<file path="src/rtl/fft_pkg.sv">
// Shared types and default sizing for the radix-2 FFT sequencer.
package fft_pkg;

    typedef enum logic [2:0] {
        IDLE,
        LOAD,
        COMPUTE,
        DRAIN,
        UNLOAD
    } state_e;

    localparam int DEF_LOG2_N       = 11;
    localparam int DEF_BFLY_LATENCY = 4;
    localparam int DEF_STAGE_W      = 4;

endpackage

</file>
<file path="src/rtl/fft_issue_delay.sv">
// Delays the butterfly read strobe to its write-back slot; pending_o flags
// any write-back still in flight so the sequencer can drain between stages.
module fft_issue_delay #(
    parameter int LATENCY = 4
) (
    input  logic clock_i,
    input  logic clear_i,
    input  logic en_i,
    output logic wb_o,
    output logic pending_o
);

    logic [LATENCY-1:0] vld_pipe_q;

    generate
        if (LATENCY == 1) begin : g_one
            always_ff @(posedge clock_i) begin
                if (clear_i) vld_pipe_q <= '0;
                else         vld_pipe_q <= en_i;
            end
        end else begin : g_many
            always_ff @(posedge clock_i) begin
                if (clear_i) vld_pipe_q <= '0;
                else         vld_pipe_q <= {vld_pipe_q[LATENCY-2:0], en_i};
            end
        end
    endgenerate

    assign wb_o      = vld_pipe_q[LATENCY-1];
    assign pending_o = |vld_pipe_q;

endmodule

</file>
<file path="src/rtl/fft_sequencer.sv">
// Control FSM for the in-place radix-2 FFT: load N samples, run LOG2_N
// butterfly stages with a drain between stages, then stream results out.
module fft_sequencer
    import fft_pkg::*;
#(
    parameter int LOG2_N       = DEF_LOG2_N,
    parameter int BFLY_LATENCY = DEF_BFLY_LATENCY,
    parameter int STAGE_W      = DEF_STAGE_W
) (
    input  logic               clock_i,
    input  logic               reset_i,
    input  logic               start_i,
    input  logic               in_valid_i,
    output logic               in_ready_o,
    output logic               load_we_o,
    output logic [LOG2_N-1:0]  load_addr_o,
    output logic               out_valid_o,
    input  logic               out_ready_i,
    output logic [LOG2_N-1:0]  unload_addr_o,
    output logic               addr_reset_o,
    output logic               addr_enable_o,
    output logic               bfly_wb_we_o,
    output logic [STAGE_W-1:0] stage_o,
    output logic               busy_o,
    output logic               done_o
);

    localparam int N  = 1 << LOG2_N;
    localparam int CW = LOG2_N + 1;
    localparam int PW = LOG2_N - 1;

    state_e             state_q, state_d;
    logic [CW-1:0]      load_cnt_q, load_cnt_d;
    logic [CW-1:0]      out_cnt_q, out_cnt_d;
    logic [PW-1:0]      pair_cnt_q, pair_cnt_d;
    logic [STAGE_W-1:0] stage_q, stage_d;
    logic               out_valid_q, out_valid_d;
    logic               done_q, done_d;
    logic               load_hs, out_hs, wb_pending;

    assign load_hs = in_valid_i & (state_q == LOAD);
    assign out_hs  = out_valid_q & out_ready_i;

    always_comb begin
        state_d       = state_q;
        load_cnt_d    = load_cnt_q;
        out_cnt_d     = out_cnt_q;
        pair_cnt_d    = pair_cnt_q;
        stage_d       = stage_q;
        done_d        = 1'b0;
        in_ready_o    = 1'b0;
        addr_reset_o  = 1'b0;
        addr_enable_o = 1'b0;
        case (state_q)
            IDLE: begin
                if (start_i) begin
                    addr_reset_o = 1'b1;
                    state_d      = LOAD;
                    load_cnt_d   = '0;
                    out_cnt_d    = '0;
                    pair_cnt_d   = '0;
                    stage_d      = '0;
                end
            end
            LOAD: begin
                in_ready_o = 1'b1;
                if (load_hs) begin
                    if (load_cnt_q == CW'(N - 1)) begin
                        load_cnt_d = '0;
                        state_d    = COMPUTE;
                    end else begin
                        load_cnt_d = load_cnt_q + CW'(1);
                    end
                end
            end
            COMPUTE: begin
                addr_enable_o = 1'b1;
                pair_cnt_d    = pair_cnt_q + PW'(1);
                if (pair_cnt_q == PW'(N / 2 - 1)) state_d = DRAIN;
            end
            DRAIN: begin
                // The generator's index already encodes the stage, so no addr_reset here.
                if (!wb_pending) begin
                    if (stage_q == STAGE_W'(LOG2_N - 1)) begin
                        state_d = UNLOAD;
                    end else begin
                        stage_d = stage_q + STAGE_W'(1);
                        state_d = COMPUTE;
                    end
                end
            end
            UNLOAD: begin
                if (out_hs) begin
                    if (out_cnt_q == CW'(N - 1)) begin
                        out_cnt_d = '0;
                        done_d    = 1'b1;
                        state_d   = IDLE;
                    end else begin
                        out_cnt_d = out_cnt_q + CW'(1);
                    end
                end
            end
            default: state_d = IDLE;
        endcase
        // Read data lags the address by one cycle, so valid trails UNLOAD entry.
        out_valid_d = (state_q == UNLOAD) && (state_d == UNLOAD);
    end

    always_ff @(posedge clock_i) begin
        if (reset_i) begin
            state_q     <= IDLE;
            load_cnt_q  <= '0;
            out_cnt_q   <= '0;
            pair_cnt_q  <= '0;
            stage_q     <= '0;
            out_valid_q <= 1'b0;
            done_q      <= 1'b0;
        end else begin
            state_q     <= state_d;
            load_cnt_q  <= load_cnt_d;
            out_cnt_q   <= out_cnt_d;
            pair_cnt_q  <= pair_cnt_d;
            stage_q     <= stage_d;
            out_valid_q <= out_valid_d;
            done_q      <= done_d;
        end
    end

    fft_issue_delay #(
        .LATENCY (BFLY_LATENCY)
    ) u_issue_delay (
        .clock_i   (clock_i),
        .clear_i   (reset_i),
        .en_i      (addr_enable_o),
        .wb_o      (bfly_wb_we_o),
        .pending_o (wb_pending)
    );

    // Look ahead one address on a handshake so the stream runs at full rate.
    assign unload_addr_o = LOG2_N'(out_cnt_q + CW'(out_hs));
    assign load_addr_o   = load_cnt_q[LOG2_N-1:0];
    assign load_we_o     = in_valid_i & in_ready_o;
    assign out_valid_o   = out_valid_q;
    assign stage_o       = stage_q;
    assign busy_o        = (state_q != IDLE);
    assign done_o        = done_q;

endmodule

</file>
<file path="config.mk">
export PLATFORM = sky130hd
export DESIGN_NAME = fft_sequencer
export DESIGN_NICKNAME = d
export VERILOG_FILES = /design/src/rtl/fft_pkg.sv /design/src/rtl/fft_issue_delay.sv /design/src/rtl/fft_sequencer.sv
export SDC_FILE = /design/constraint.sdc
export NUM_CORES = 1
export LEC_CHECK = 0
export CORE_MARGIN = 2
export CORE_UTILIZATION = 30
export DETAILED_ROUTE_END_ITERATION = 8
export PLACE_DENSITY_LB_ADDON = 0.1
export SETUP_SLACK_MARGIN = 0.02
export SYNTH_ARGS = -nofsm -noshare
export SYNTH_HDL_FRONTEND = slang
export SYNTH_HIERARCHICAL = 1
export SYNTH_SLANG_ARGS = --single-unit
</file>
<file path="constraint.sdc">
create_clock -name clock_i -period 4.6 [get_ports clock_i]
set_input_delay 1.15 -clock clock_i [delete_from_list [all_inputs] [get_ports clock_i]]
set_output_delay 1.15 -clock clock_i [all_outputs]
set_load 0.05 [all_outputs]
</file>
==> impl_results.md <==
* Critical path data required time at 3.45 ns
* Input/output buffers at 38
* Category of the most critical setup path: in -> out
* Total DRC errors in the routed layout at 0
* Vias in the first global route at 2009
* Worst reg2reg path endpoint: state_q[2]$_SDFF_PP0_
* Worst hold path stage count at 1
* Status: finished, final reports clean
* CTS-repair resized insts at 0
* Final cycle utilization of the critical path at 90.1%
* Per-instance average area after synthesis at 8.52 um^2
* Overall fraction of global-route tracks in use at 12.8%
* Global-route wire length before repair at 9.44 mm
* Half-perimeter wire length after placement at 4.05 mm
* Clk_lat worst skew at 0.29 ns
* Maximum number of pins on one net before global-route repair at 24
* Peak per-stage delay on the critical path at 0.48 ns
* Flops & latches, synth at 47
* Die Area at 9270 um^2
* Unrepaired setup endpoints after global routing: no
* Hold buffer count at CTS at 0
* Areal power density over the cells at 235 nW/um^2
* Count of synthesis-stage warnings from yosys at 6
* Grt ovf at 0
* Most used flip-flop cell after synthesis: dfxtp_1
* Tightest slew margin relative to the limit at 38.4%
* Antenna diode instance count at 0
* Floorplan die width at 96.3 um
* Net Sw Power at 0.187 mW
* Kind of start point of the critical path: input pin
* Routability cong. at 0.789
* Antenna Violating Nets Remaining at 0
* Number of distinct standard cells referenced by the synthesized netlist at 57
* Max-capacitance violation count at 0
* Number of buffers inserted during clock tree synthesis at 5
* Worst Tran Pin Value at 0.918 ns
* Type of destination of the critical path: primary output
* Part of the Yosys area used for sequential elements at 36.8%
* CTS clock-pin slew for the worst setup and hold paths at 0.09 ns
* Buffer cell driving the clock tree root: clkbuf_8
* Initial Utilization at 31.1%
* Number of hold violations in the final report at 0
* Height of the chip at 96.3 um
* Switching part of the total at 25.8%
* Worst min-delay path class: reg -> reg
* Cell count after placement at 420
* Final core occ at 37.5%
* Via-per-instance ratio at 5.02
* Total setup buffers inserted after CTS at 0
* Area added between synthesis and finish at 20.5%
* Worst EP arrival at 2.99 ns
* Post-route standard cell area excluding fillers at 3080 um^2
* Clock share of power at 33.9%
* Post-layout nets at 334
* Proportion of register bits with asynchronous set or reset after synthesis at 0%
* Minimum setup slack among reg-to-reg paths at 2.55 ns
* Area share of the largest cell type after synthesis at 36.8%
* Cell type with the highest aggregate area in the netlist: dfxtp_1
* Count of boundary I/O pins at 39
* Placeable core area at 8220 um^2
* Number of synthesized flops with an enable pin at 0
* Leakage power summed over all cells at 1.09 nW
* Setup violations, final at 0
* Most used standard cell by instance count after synthesis: dfxtp_1
* Cell Count, Final, Fillers Out at 428
* Worst hold margin at 0.467 ns
* Achievable frequency at 241 MHz
* Most numerous cell on the critical path: ha_1
* First-pass DRT Iterations at 4
* R2R Path Start: out_cnt_q[1]$_SDFFE_PP0P_
* Max-slew violation count at 0
* Buffers from clock root to sink, at most at 2
* Mapped Nets at 312
* Synthesized instance count at 300
* Number of cells traversed by the worst register-to-register path at 5
* Sum of routed wire length over all layers at 5.63 mm
* Via count at 2148
* Total negative slack at 0 ns
* Fraction of layout cells with a size suffix above 1 at 11.8%
* H-tree levels at 2
* Total number of placement rows at 33
* Part of the power in combinational logic at 8.9%
* Sequential Power Share at 57.2%
* Top cells by count, synth: dfxtp_1 (47), nor2_1 (32), a21oi_1 (20)
* Netlist area before placement at 2550 um^2
* IR Drop Worst-Case VDD at 104 uV
* Hold path startpoint: u_issue_delay/vld_pipe_q[2]$_SDFF_PP0_
* Detail-routed net length per standard cell at 13.2 um
* Critical-path maximum fanout at 4
* Post-layout min period at 4.14 ns
* Hold worst-path end: u_issue_delay/vld_pipe_q[3]$_SDFF_PP0_
* Biggest area contributors in the synthesized netlist: dfxtp_1 (37%), xor2_1 (5.5%), nor2_1 (4.7%)
* Chain of cells forming the critical path: clkdlybuf4s50_1 -> nand2_1 -> inv_1 -> ha_1 -> ha_1 -> nand3_1 -> nor2_1 -> xor2_1 -> buf_12
* Initial antenna violation count at 0
* Cell type of the slowest stage on the worst timing path: clkdlybuf4s50_1
* Worst clock skew at 0.00305 ns
* Internal power at 0.536 mW
* DRC marker count from the first detailed-route iteration at 62
* Cell area after placement at 2990 um^2
* Clock tree from TritonCTS: yes
* Clock tree sinks at 47
[critical path, delay by kind of cell]
family	cells	cell delay (ns)
xor+xnor	1	0.27
simple gates	3	0.46
fa+ha+maj	2	0.35
buf+inv	3	0.75
[sequential cells by signal, summed over array words and instances, names as in the netlist]
signal / cells
out_valid_o: 1
load_cnt_q: 12
done_o: 1
stage_o: 4
out_cnt_q: 12
state_q: 3
u_issue_delay/vld_pipe_q: 4
pair_cnt_q: 10
[cell type report]
class	instances	area (um^2)
well taps	105	131
inverters	5	18.8
clock inverters	2	12.5
clock buffers	6	72.6
fillers	849	5140
multi-input cells	224	1450
repair buffers	39	448
flip-flops and latches	47	941
[worst max-delay path by stage]
| stage | start | endpoint | slack (ns) |
|---|---|---|---|
| floorplan | out_ready_i | unload_addr_o[8] | 0.75 |
| global placement | out_ready_i | unload_addr_o[10] | 0.47 |
| detailed placement | out_ready_i | unload_addr_o[10] | 0.40 |
| CTS | out_ready_i | unload_addr_o[10] | 0.40 |
| global route | out_ready_i | unload_addr_o[10] | 0.30 |
| finish | out_ready_i | unload_addr_o[10] | 0.46 |
[metrics by stage]
stage,worst slack (ns),power [mW]
after detailed placement,0.400,0.488
after CTS,0.404,0.742
final,0.457,0.723
after global routing,0.303,0.757
after global placement,0.474,0.488
after floorplan,0.748,0.470
[placed cells by master (no fill, tap or decap), types with 7 or more instances in the layout]
| cell type | count |
|---|---|
| dfxtp_1 | 47 |
| clkdlybuf4s50_1 | 27 |
| xor2_1 | 16 |
| ha_1 | 7 |
| buf_12 | 7 |
| nand4_1 | 8 |
| o21ai_0 | 15 |
| or3_1 | 7 |
| nand2_1 | 19 |
| and3_1 | 7 |
| nand3_1 | 14 |
| nor2_1 | 32 |
| a21oi_1 | 20 |
[power by group through the flow]
| stage | combinational (mW) | sequential [mW] | clock [mW] |
|---|---|---|---|
| floorplan | 0.0495 | 0.421 | 0 |
| global placement | 0.0648 | 0.424 | 0 |
| detailed placement | 0.0645 | 0.424 | 0 |
| CTS | 0.0650 | 0.414 | 0.263 |
| global route | 0.0696 | 0.415 | 0.272 |
| finish | 0.0642 | 0.414 | 0.245 |
[routing by layer]
metal	vias up	part of all wire, %	GRT usage (%)
met2	36	42	19.3
met1	981	54	18.5
met5	-	0	0
met4	0	0.94	3.33
li1	1127	-	-
met3	4	3.0	2.58
[kinds of logic (layout without fill, tap and decap cells)]
| kind of cell | count (synthesis) | after routing | synth area share [%] |
|---|---|---|---|
| adder cells (fa/ha/maj) | 7 | 7 | 3.43 |
| buffers and inverters | 29 | 52 | 6.27 |
| multiplexers | 4 | 4 | 1.71 |
| AO/OA/AOI/OAI | 58 | 58 | 14.3 |
| XOR/XNOR | 19 | 19 | 6.51 |
| AND/OR/NAND/NOR | 136 | 136 | 31.0 |
| flip-flops | 47 | 47 | 36.8 |
(Power assumes the default switching activity.)
